[src/rtl/vga_timing_gen.sv]
// vga_timing_gen: VGA timing generator with pixel-enable divider, line/frame strobes and an optional VGA_TIMING_PIPE_EN sync/blank delay line
module vga_timing_gen #(
  parameter int H_RES = 640,
  parameter int H_FP = 16,
  parameter int H_SYNC = 96,
  parameter int H_BP = 48,
  parameter int V_RES = 480,
  parameter int V_FP = 10,
  parameter int V_SYNC = 2,
  parameter int V_BP = 33,
  parameter logic H_POL = 1'b0,
  parameter logic V_POL = 1'b0,
  parameter int PIX_DIV = 4,
  parameter int CNT_W = 12,
  parameter int PIPE_DEPTH = 2
) (
  input logic clk,
  input logic rst_n,
  input logic en,
  output logic pix_tick,
  output logic [CNT_W-1:0] h_count,
  output logic [CNT_W-1:0] v_count,
  output logic hsync,
  output logic vsync,
  output logic video_on,
  output logic line_start,
  output logic frame_start
);
  localparam int H_TOTAL = H_RES + H_FP + H_SYNC + H_BP;
  localparam int V_TOTAL = V_RES + V_FP + V_SYNC + V_BP;
  localparam int DIV_W = PIX_DIV > 1 ? $clog2(PIX_DIV) : 1;
  localparam logic [DIV_W-1:0] DIV_LAST = DIV_W'(PIX_DIV - 1);
  localparam logic [CNT_W-1:0] H_LAST = CNT_W'(H_TOTAL - 1);
  localparam logic [CNT_W-1:0] V_LAST = CNT_W'(V_TOTAL - 1);
  localparam logic [CNT_W-1:0] H_ACT = CNT_W'(H_RES);
  localparam logic [CNT_W-1:0] V_ACT = CNT_W'(V_RES);
  localparam logic [CNT_W-1:0] HS_BEG = CNT_W'(H_RES + H_FP);
  localparam logic [CNT_W-1:0] HS_END = CNT_W'(H_RES + H_FP + H_SYNC);
  localparam logic [CNT_W-1:0] VS_BEG = CNT_W'(V_RES + V_FP);
  localparam logic [CNT_W-1:0] VS_END = CNT_W'(V_RES + V_FP + V_SYNC);
  if (PIX_DIV < 1 || PIPE_DEPTH < 1 || H_TOTAL > 2 ** CNT_W || V_TOTAL > 2 ** CNT_W) begin : g_bad_cfg
    $error("vga_timing_gen: invalid parameters");
  end
  logic [DIV_W-1:0] div_q, div_d;
  logic [CNT_W-1:0] h_q, h_d, v_q, v_d;
  logic tick_q, tick_d, hs_q, hs_d, vs_q, vs_d, vo_q, vo_d, ls_q, ls_d, fs_q, fs_d;
  logic adv;
  always_comb begin
    adv = en && tick_q;
    div_d = en ? (div_q == DIV_LAST ? '0 : div_q + 1'b1) : div_q;
    tick_d = en ? div_q == DIV_LAST : tick_q;
    h_d = adv ? (h_q == H_LAST ? '0 : h_q + 1'b1) : h_q;
    v_d = adv && h_q == H_LAST ? (v_q == V_LAST ? '0 : v_q + 1'b1) : v_q;
    ls_d = en ? adv && h_q == H_LAST : ls_q;
    fs_d = en ? adv && h_q == H_LAST && v_q == V_LAST : fs_q;
    hs_d = en ? (h_d >= HS_BEG && h_d < HS_END ? H_POL : ~H_POL) : hs_q;
    vs_d = en ? (v_d >= VS_BEG && v_d < VS_END ? V_POL : ~V_POL) : vs_q;
    vo_d = en ? h_d < H_ACT && v_d < V_ACT : vo_q;
  end
  always_ff @(posedge clk or negedge rst_n) begin
    if (!rst_n) begin
      div_q <= '0;
      tick_q <= 1'b0;
      h_q <= '0;
      v_q <= '0;
      hs_q <= ~H_POL;
      vs_q <= ~V_POL;
      vo_q <= 1'b0;
      ls_q <= 1'b0;
      fs_q <= 1'b0;
    end else begin
      div_q <= div_d;
      tick_q <= tick_d;
      h_q <= h_d;
      v_q <= v_d;
      hs_q <= hs_d;
      vs_q <= vs_d;
      vo_q <= vo_d;
      ls_q <= ls_d;
      fs_q <= fs_d;
    end
  end
  assign pix_tick = tick_q & en;
  assign line_start = ls_q & en;
  assign frame_start = fs_q & en;
  assign h_count = h_q;
  assign v_count = v_q;
`ifdef VGA_TIMING_PIPE_EN
  logic [PIPE_DEPTH-1:0] hs_p_q, hs_p_d, vs_p_q, vs_p_d, vo_p_q, vo_p_d;
  always_comb begin
    hs_p_d = adv ? PIPE_DEPTH'({hs_p_q, hs_q}) : hs_p_q;
    vs_p_d = adv ? PIPE_DEPTH'({vs_p_q, vs_q}) : vs_p_q;
    vo_p_d = adv ? PIPE_DEPTH'({vo_p_q, vo_q}) : vo_p_q;
  end
  always_ff @(posedge clk or negedge rst_n) begin
    if (!rst_n) begin
      hs_p_q <= {PIPE_DEPTH{~H_POL}};
      vs_p_q <= {PIPE_DEPTH{~V_POL}};
      vo_p_q <= '0;
    end else begin
      hs_p_q <= hs_p_d;
      vs_p_q <= vs_p_d;
      vo_p_q <= vo_p_d;
    end
  end
  assign hsync = hs_p_q[PIPE_DEPTH-1];
  assign vsync = vs_p_q[PIPE_DEPTH-1];
  assign video_on = vo_p_q[PIPE_DEPTH-1];
`else
  assign hsync = hs_q;
  assign vsync = vs_q;
  assign video_on = vo_q;
`endif
endmodule

[config.mk]
export PLATFORM = sky130hd
export DESIGN_NAME = vga_timing_gen
export DESIGN_NICKNAME = d
export VERILOG_FILES = /design/src/rtl/vga_timing_gen.sv
export SDC_FILE = /design/constraint.sdc
export NUM_CORES = 1
export LEC_CHECK = 0
export ABC_AREA = 1
export CORE_MARGIN = 1.5
export CORE_UTILIZATION = 45
export DETAILED_ROUTE_END_ITERATION = 10
export PLACE_DENSITY = 0.76
export SYNTH_ARGS = -nofsm -noshare
export SYNTH_HDL_FRONTEND = slang
export SYNTH_SLANG_ARGS = --single-unit
[constraint.sdc]
create_clock -name clk -period 2.41 [get_ports clk]
set_input_delay 0.6025 -clock clk [delete_from_list [all_inputs] [get_ports clk]]
set_output_delay 0.6025 -clock clk [all_outputs]
set_load 0.005 [all_outputs]
==> results.md, run 1 <==
* DP Wirelength at 4.077 mm
* Final Hold Viols at 0
* Part of the cycle the worst path needs at between 90 and 100%
* Vias at 2,100
* Fmax at 0.4437 GHz
* Post-CTS Repair Setup Buffers at 0
* Area Overhead vs Synth at 33.07%
* VDD IR max at 0.3592 mV
* Worst-path cell chain: dlygate4sd2_1 > nand2_4 > clkinv_4 > clkdlybuf4s50_1
* Sequential area share after synthesis at 39.03%
* Tot GR Track Use at a little under a quarter
* Crit path arrival time at around 1.7 ns
* Worst-Skew Late Latency at just under 0.3 ns
* Crit path capture type: primary output
* DR pass1 iterations at 5
* Syn Area/Cell at 7.001 sq um
* WL final at 5.311 mm
* Critical path's largest stage delay at a little under 0.5 ns
* Synth warn at 0
* Number of global-route vias before repair at between 1,500 and 2,000
* Count of different cell masters after synthesis at 32
* R2R depth at 12
* RSZ-0062 raised after global routing: false
* Worst-path fanout max at 6
* Syn Inst Count at ~290
* CTS buffer count at 5
* Final instance area at 0.002739 sq mm
* Mapped Nets at ~300
* Critical path capture point: pix_tick
* Logic pwr share at 24.1%
* Dpl cell area at between 0.002 and 0.003 sq mm
* Fin. max-slew vios at 0
* Flop pwr share at between 40% and 50%
* Rel. slew slack at between 70 and 80%
* Pwr dens at ~540 mW/mm^2
* Reg2reg end: video_on
* Slew @ Worst Pin at 0.4022 ns
* Clock Skew at 0.009036 ns
* Final setup vio count at 0
* Die ar. at about 0.005 sq mm
* I/O pin cnt at 33
* Vias/cell at 5.122
* Detail Route Antenna Nets at 0
* Most frequent cells in the layout: nand2_1 (83), inv_1 (43), nor2_1 (43), clkdlybuf4s50_1 (31), dfrtp_1 (30)
* Status: complete, no violations
* P_int at just over 1 mW
* Drt initial violations at 174
* # placed instances at between 400 and 500
* Post-Place Setup Slack at -0.1339 ns
* Crit path time final at between 2 and 2.5 ns
* DR DRC count at 0
* FF-to-FF setup slack at ~0.44 ns
* Placer Congestion at approximately 0.94
* Die X at between 70 and 80 microns
* Final core occ at 62.47%
* CTS tree: built
* H-tree levels at 2
* EDFF count, synth at 0
* CTS Buffer Depth at 2
* Share of cells above drive strength 1 at about 17%
* Pleak at 1.424 nW
* Die height at about 71 microns
* Hold Path Class: reg -> reg
* GR Overflow Total at 0
* Routed wire per std cell at between 10 and 15 microns
* Ant diodes at 0
* Number of port buffers at 32
* Sw Share at a little under a third
* Initial antenna violation count at 0
* NetSw at roughly 0.45 mW
* Max cap viols at 0
* Clk slew on worst S/H paths at 0.06 ns
* Worst Setup Slack, final at about 0.16 ns
* Worst reg2reg startpoint: v_count[0]
* Mapped cell area at approximately 0.0021 sq mm
* Register bit total from synthesis at 32
* Initial Util at 46.95%
* Root Driver: clkbuf_8
* CTS Sinks at 32
* Final non-filler cell total at slightly above 400
* Clock power share at a little under a third
* Final Net Count at ~370
* Total Power at between 1 and 1.5 mW
* Worst endpoint required time at around 1.8 ns
* Most common cell after layout, fill and taps aside: nand2_1
* Core ar. at 0.004384 sq mm
* Worst Setup Start Kind: input pin
* Critical path class: in -> out
* Top_reg_cell synth: dfrtp_1
* Asr flop ratio synth at 100.0%
* Row cnt at 24
* Largest net degree at the start of global routing at 33
* First-pass GRT wire length at ~8.9 mm
* Crit path max-delay cell type: clkdlybuf4s50_1
* Crit path from: en
-- final cells by class --
class | instances | area [sq um]
clock buffers | 7 | 96.34
fillers | 412 | 1645
inverters | 48 | 185.2
multi-input cells | 212 | 1055
flip-flops and latches | 32 | 803.3
well taps | 52 | 65.06
repair buffers | 59 | 534.3
-- timing repair --
action | 4_1_cts | 5_1_grt
gates resized for setup | 1 | 0
hold buffers | 0 | 0
endpoints found under the setup margin | 3 | 0
-- how the worst min path moves through the flow --
stage,endpoint,cells past startpoint,startpoint,slack (ns)
2_1_floorplan,div_q[0],0,rst_n,0.31
3_3_place_gp,div_q[1],2,div_q[1],0.46
3_5_place_dp,div_q[0],1,div_q[0],0.47
4_1_cts,div_q[0],1,div_q[0],0.48
5_1_grt,div_q[0],1,div_q[0],0.50
6_report,div_q[0],1,div_q[0],0.48
-- critical path: cells and delay by family --
kind | cells | cell delay (ns)
buffers and inverters | 3 | 0.92
AND/OR/NAND/NOR | 1 | 0.12
-- stage by stage --
step,TNS (ns),hold slack [ns]
after floorplan,0,0.3069
after global placement,-0.4288,0.4586
after detailed placement,-0.5722,0.4695
after CTS,0,0.4785
after global routing,0,0.4971
final,0,0.4773
-- metal layers --
metal | part of all wire [%] | wire, microns | track usage, %
met5 | 0 | 0 | 0
met4 | 1.9 | 102 | 7.547
met3 | 6.2 | 331 | 4.986
met2 | 48 | 2569 | 37.32
met1 | 43 | 2308 | 29.40
-- synth_stat cells (2+ instances only) --
cell | count | area share, %
inv_2 | 4 | 0.73
dfrtp_1 | 30 | 36
nor3_1 | 5 | 1.2
dfstp_2 | 2 | 2.6
o21ai_1 | 3 | 0.73
xor2_1 | 3 | 1.3
a21oi_1 | 4 | 0.97
nand3_2 | 2 | 0.97
xnor2_1 | 2 | 0.85
nor2_2 | 7 | 2.1
nand3_1 | 26 | 6.3
o21ai_0 | 4 | 0.97
nand2_1 | 83 | 15
inv_1 | 43 | 7.8
nor2_4 | 4 | 2.2
ha_1 | 4 | 2.4
nor2_1 | 43 | 7.8
nand4_1 | 11 | 3.3
-- cells by family after synthesis --
kind of cell               after synthesis  share of synthesized area [%]
and+or+nand+nor                        188                          42.61
buffers and inverters                   50                          9.726
DFF                                     32                          39.03
AOI/OAI and AO/OA                       15                          4.073
xor gates and xnor gates                 5                          2.128
adders and majority gates                4                          2.432
-- flip-flops by register name, indices dropped and copies added, names as in the netlist --
name,cells
h_count,12
v_count,12
div_q,2
fs_q,1
hsync,1
ls_q,1
tick_q,1
video_on,1
vsync,1
-- power by group through the flow --
stage	Sequential, mW	Combinational [mW]	Clock, mW
floorplan	0.676	0.184	0
global placement	0.688	0.350	0
detailed placement	0.692	0.361	0
CTS	0.683	0.362	0.460
global route	0.691	0.400	0.481
finish	0.681	0.359	0.450
(Power assumes the default switching activity.)
==> run 2: changes to the inputs <==
--- a/config.mk
+++ b/config.mk
@@ -6,10 +6,12 @@
 export NUM_CORES = 1
 export LEC_CHECK = 0
 export ABC_AREA = 1
+export CORE_ASPECT_RATIO = 0.7
 export CORE_MARGIN = 1.5
 export CORE_UTILIZATION = 45
 export DETAILED_ROUTE_END_ITERATION = 10
 export PLACE_DENSITY = 0.76
+export SKIP_LAST_GASP = 1
 export SYNTH_ARGS = -nofsm -noshare
 export SYNTH_HDL_FRONTEND = slang
 export SYNTH_SLANG_ARGS = --single-unit
==> results.md, run 2 (synthesis results as in run 1) <==
* Crit path arrival time at 1.72 ns
* Cts repair resizes at 1
* Top Layer Used: met4
* Worst endpoint required time at 1.81 ns
* Fin. max-slew vios at 0
* Crit path capture type: primary output
* Number of port buffers at 32
* Critical path's largest stage delay at 0.50 ns
* Root Driver: clkbuf_8
* Initial Util at between 40 and 50%
* Pwr dens at 564.6 mW/mm^2
* Die height at between 50 and 60 microns
* Placer Congestion at roughly 0.96
* Share of cells above drive strength 1 at between 10% and 20%
* Ant diodes at 0
* Worst Setup Start Kind: input pin
* Row cnt at 20
* Post-Place Setup Slack at -0.3108 ns
* Most common cell after layout, fill and taps aside: nand2_1
* Crit path from: en
* DR pass1 iterations at 5
* Part of the cycle the worst path needs at 96.37%
* Worst Setup Slack, final at ~0.09 ns
* Hold_buf cts at 0
* Dpl cell area at 0.002635 sq mm
* Vias at ~2,100
* FF-to-FF setup slack at between 0.3 and 0.4 ns
* Worst-path fanout max at 8
* I/O pin cnt at 33
* Max cap viols at 0
* Final Net Count at roughly 370
* CTS tree: built
* Hold Path Class: reg -> reg
* Worst-Skew Late Latency at 0.29 ns
* H-tree levels at 2
* Reg2reg end: video_on
* Number of global-route vias before repair at roughly 1,800
* Total Power at approximately 1.5 mW
* WL final at around 5.4 mm
* Post-CTS Repair Setup Buffers at 0
* Most frequent cells in the layout: nand2_1 (83), inv_1 (43), nor2_1 (43), clkdlybuf4s50_1 (31), dfrtp_1 (30)
* Detail Route Antenna Nets at 0
* Worst-path cell chain: dlygate4sd2_1 > nand2_4 > clkinv_4 > clkdlybuf4s50_1
* CTS buffer count at 5
* Fmax at around 0.43 GHz
* Rel. slew slack at between 60 and 70%
* VDD IR max at 0.4485 mV
* CTS Sinks at 32
* Routed wire per std cell at 12.94 microns
* DR DRC count at 0
* Setup TNS at 0 ns
* Final setup vio count at 0
* Status: complete, no violations
* Die ar. at between 0.004 and 0.005 sq mm
* Drt initial violations at 191
* Clock Skew at about 0.0063 ns
* Final Hold Viols at 0
* Critical path capture point: pix_tick
* Worst reg2reg startpoint: h_count[0]
* M1 WL at approximately 2.8 mm
* Slew @ Worst Pin at between 0.4 and 0.5 ns
* First-pass GRT wire length at between 8 and 9 mm
* Core ar. at between 0.004 and 0.005 sq mm
* Critical path class: in -> out
* Met3 Wirelength at about 360 microns
* Die X at between 80 and 90 microns
* DP Wirelength at between 4 and 5 mm
* Final core occ at between 60% and 70%
* RSZ-0062 raised after global routing: false
* Clk slew on worst S/H paths at about 0.070 ns
* GR Overflow Total at 0
* WL met2 at 2.181 mm
* Largest net degree at the start of global routing at 33
* Crit path max-delay cell type: clkdlybuf4s50_1
* CTS Buffer Depth at 2
* Pleak at roughly 1.4 nW
* Area Overhead vs Synth at 33.37%
* R2R depth at 12
* Final instance area at 0.002745 sq mm
* Vias/cell at slightly above 5
* Tot GR Track Use at ~23%
* Initial antenna violation count at 0
* Crit path time final at ~2.3 ns
==> run 2: changes by cell type in the layout (fill, tap and decap cells not counted) <==
| cell | change |
|---|---|
| bufinv_16 | +1 |
| buf_12 | -1 |
| clkinvlp_4 | +1 |
| clkinv_2 | +1 |
| buf_4 | +1 |
| clkbuf_8 | -2 |
==> run 2: worst min-delay path by stage <==
stage | start | endpoint | depth (start not counted)
4_1_cts | div_q[1] | div_q[1] | 2
3_5_place_dp | div_q[1] | div_q[1] | 2
5_1_grt | div_q[0] | div_q[0] | 1
6_report | div_q[0] | div_q[0] | 1
2_1_floorplan | rst_n | div_q[0] | 0
3_3_place_gp | div_q[1] | div_q[1] | 2
==> run 2: per-stage QoR <==
step                      std cells  hold WS (ns)
after floorplan                 294        0.3069
after global placement          406        0.4564
after CTS                       414        0.4874
after detailed placement        406        0.4713
after global routing            414        0.5025
final                           414        0.4772
==> run 2: power by group <==
group	total (mW)	internal, mW	leakage [nW]	switching, mW
clock network	0.513	0.306	0.0541	0.208
registers	0.682	0.601	0.351	0.0819
logic	0.354	0.172	1.02	0.182
==> run 2: cell type report <==
cell class,count,area [sq um]
Fill cell,389,1609
Multi-Input combinational cell,212,1055
Sequential cell,32,803.3
Timing Repair Buffer,59,521.8
Inverter,48,185.2
Clock buffer,5,68.82
Tap cell,55,68.82
Clock inverter,3,42.54
==> run 2: metal layers <==
| metal | global-route usage [%] | vias up |
|---|---|---|
| met5 | 0 | - |
| met4 | 5.152 | 0 |
| met3 | 4.875 | 6 |
| met2 | 33.53 | 80 |
| met1 | 35.06 | 956 |
| li1 | - | 1051 |
==> run 2: critical path, delay by kind of cell <==
family / cells / cell delay [ns]
simple gates: 1 / 0.14
buf+inv: 3 / 0.98
==> run 3: changes to the inputs <==
--- a/config.mk
+++ b/config.mk
@@ -7,11 +7,12 @@
 export LEC_CHECK = 0
 export ABC_AREA = 1
 export CORE_ASPECT_RATIO = 0.7
-export CORE_MARGIN = 1.5
+export CORE_MARGIN = 4
 export CORE_UTILIZATION = 45
 export DETAILED_ROUTE_END_ITERATION = 10
 export PLACE_DENSITY = 0.76
 export SKIP_LAST_GASP = 1
+export SLEW_MARGIN = 20
 export SYNTH_ARGS = -nofsm -noshare
 export SYNTH_HDL_FRONTEND = slang
 export SYNTH_SLANG_ARGS = --single-unit
==> results.md, run 3 (synthesis results as in run 1) <==
* Worst-path fanout max at 7
* NetSw at between 0.4 and 0.5 mW
* Most frequent cells in the layout: nand2_1 (83), inv_1 (43), nor2_1 (43), clkdlybuf4s50_1 (31), dfrtp_1 (30)
* Part of the cycle the worst path needs at between 90% and 100%
* Slew @ Worst Pin at 0.4746 ns
* Detail Route Antenna Nets at 0
* Final setup vio count at 0
* Die X at just under 90 microns
* Logic pwr share at between 20% and 30%
* Row cnt at 20
* Sw Share at ~31%
* H-tree levels at 2
* Most common cell after layout, fill and taps aside: nand2_1
* P_int at 1.080 mW
* Hold slack at 0.4785 ns
* Final core occ at ~63%
* I/O pin cnt at 33
* Final Net Count at roughly 370
* Number of port buffers at 32
* CTS buffer count at 5
* Pwr dens at about 570 mW/mm^2
* VDD IR max at between 0.4 and 0.5 mV
* Initial antenna violation count at 0
* WL final at 5.549 mm
* RSZ-0062 raised after global routing: false
* Pleak at ~1.4 nW
* Filler cells at 405
* Worst hold start: div_q[0]
* First-pass GRT wire length at roughly 9.5 mm
* Final Hold Viols at 0
* Drt initial violations at between 150 and 200
* Vias/cell at approximately 5
* CTS tree: built
* Setup TNS at 0 ns
* Die height at about 65 microns
* Fin. max-slew vios at 0
* CTS Sinks at 32
* Share of cells above drive strength 1 at 16.94%
* Largest net degree at the start of global routing at 33
* Critical path class: in -> out
* GR Overflow Total at 0
* Top delay family on crit path: buffers and inverters
* Die ar. at 0.005737 sq mm
* Reg2reg end: video_on
* Crit path time final at about 2.3 ns
* FF-to-FF setup slack at roughly 0.42 ns
* Crit path arrival time at 1.70 ns
* Ant diodes at 0
* DR DRC count at 0
* Clock power share at between 30% and 40%
* Core ar. at 0.004379 sq mm
* DR pass1 iterations at 4
* Hold_buf cts at 0
* Tot GR Track Use at approximately 22%
* Root Driver: clkbuf_8
* Area Overhead vs Synth at 33.56%
* Number of global-route vias before repair at between 1,500 and 2,000
* Flop pwr share at 43.9%
* Fmax at roughly 0.43 GHz
* Rel. slew slack at 68.12%
* Routed wire per std cell at approximately 13 microns
* Crit path capture type: primary output
* DP Wirelength at roughly 4.4 mm
* Critical path's largest stage delay at about 0.50 ns
* CP bufs+invs at 3
* Hold EP: div_q[0]
* Clk slew on worst S/H paths at 0.07 ns
* Vias at a little over 2,000
* Worst-path cell chain: dlygate4sd2_1 > nand2_4 > clkinv_4 > clkdlybuf4s50_1
* Worst reg2reg startpoint: h_count[1]
* Status: complete, no violations
* Worst endpoint required time at 1.81 ns
* CTS Buffer Depth at 2
* Hold Path Class: reg -> reg
* Initial Util at about 47%
* Clock Skew at approximately 0.006 ns
* Max cap viols at 0
* R2R depth at 12
* Worst Setup Start Kind: input pin
* Placer Congestion at slightly above 0.9
* Worst-Skew Late Latency at 0.30 ns
* Hold Path Depth at 1
* Crit path max-delay cell type: clkdlybuf4s50_1
-- run 3: changes by cell type in the layout (fill, tap and decap cells not counted), sizes merged --
cell      delta
clkbuf       +1
clkinvlp     -1
buf          +1
-- run 3: cell type report --
cell class	instances	area (sq um)	share of cell area, %
Clock inverter	2	35.03	1.274
Multi-Input combinational cell	212	1055	38.37
Clock buffer	6	72.57	2.640
Tap cell	55	68.82	2.503
Timing Repair Buffer	60	529.3	19.25
Inverter	48	185.2	6.736
Sequential cell	32	803.3	29.22
-- run 3: worst max path at each step --
stage | from | endpoint | slack, ns | cells past startpoint
2_1_floorplan | h_count[0] | video_on | 0.77 | 12
3_3_place_gp | en | pix_tick | -0.16 | 4
3_5_place_dp | en | pix_tick | -0.19 | 4
4_1_cts | en | pix_tick | 0.09 | 4
5_1_grt | en | pix_tick | 0.03 | 4
6_report | en | pix_tick | 0.11 | 4
-- run 3: per-stage QoR --
stage               worst slack (ns)  instance area (sq um)  power, mW  instances
finish                        0.1087                   2749      1.557        415
global route                 0.03467                   2749      1.646        415
CTS                          0.08877                   2749      1.572        415
detailed placement           -0.1859                   2643      1.047        407
global placement             -0.1565                   2643      1.031        407
floorplan                     0.7736                   2058     0.8595        294
-- run 3: power by group through the flow --
stage                     clock (mW)  sequential [mW]  combinational [mW]
after floorplan                    0            0.676               0.184
after global placement             0            0.691               0.340
after detailed placement           0            0.694               0.354
after CTS                      0.531            0.683               0.358
after global routing           0.551            0.697               0.398
final                          0.520            0.684               0.353
-- run 3: timing repair --
action,4_1_cts,5_1_grt
setup buffers,0,0
endpoints found under the setup margin,3,0
gates resized for setup,1,0
-- run 3: metal layers --
metal | track usage [%] | vias up | share of wire (%)
met5 | 0 | - | 0
met1 | 31.80 | 938 | 50
li1 | - | 1053 | -
met2 | 30.65 | 65 | 41
met4 | 7.547 | 0 | 1.6
met3 | 4.956 | 9 | 7.4
-- run 3: worst reg2reg max path, stage by stage, from the launching register on --
cell and delay (ns):
dfrtp_1 0.41, ha_1 0.19, nand2_1 0.11, inv_2 0.12, nand3_4 0.11, nor2_4 0.16, nand2_1 0.16, o211ai_1 0.15
nand2_1 0.15, nor2_1 0.17, a21oi_1 0.06, nand2_1 0.06, nand2_1 0.05
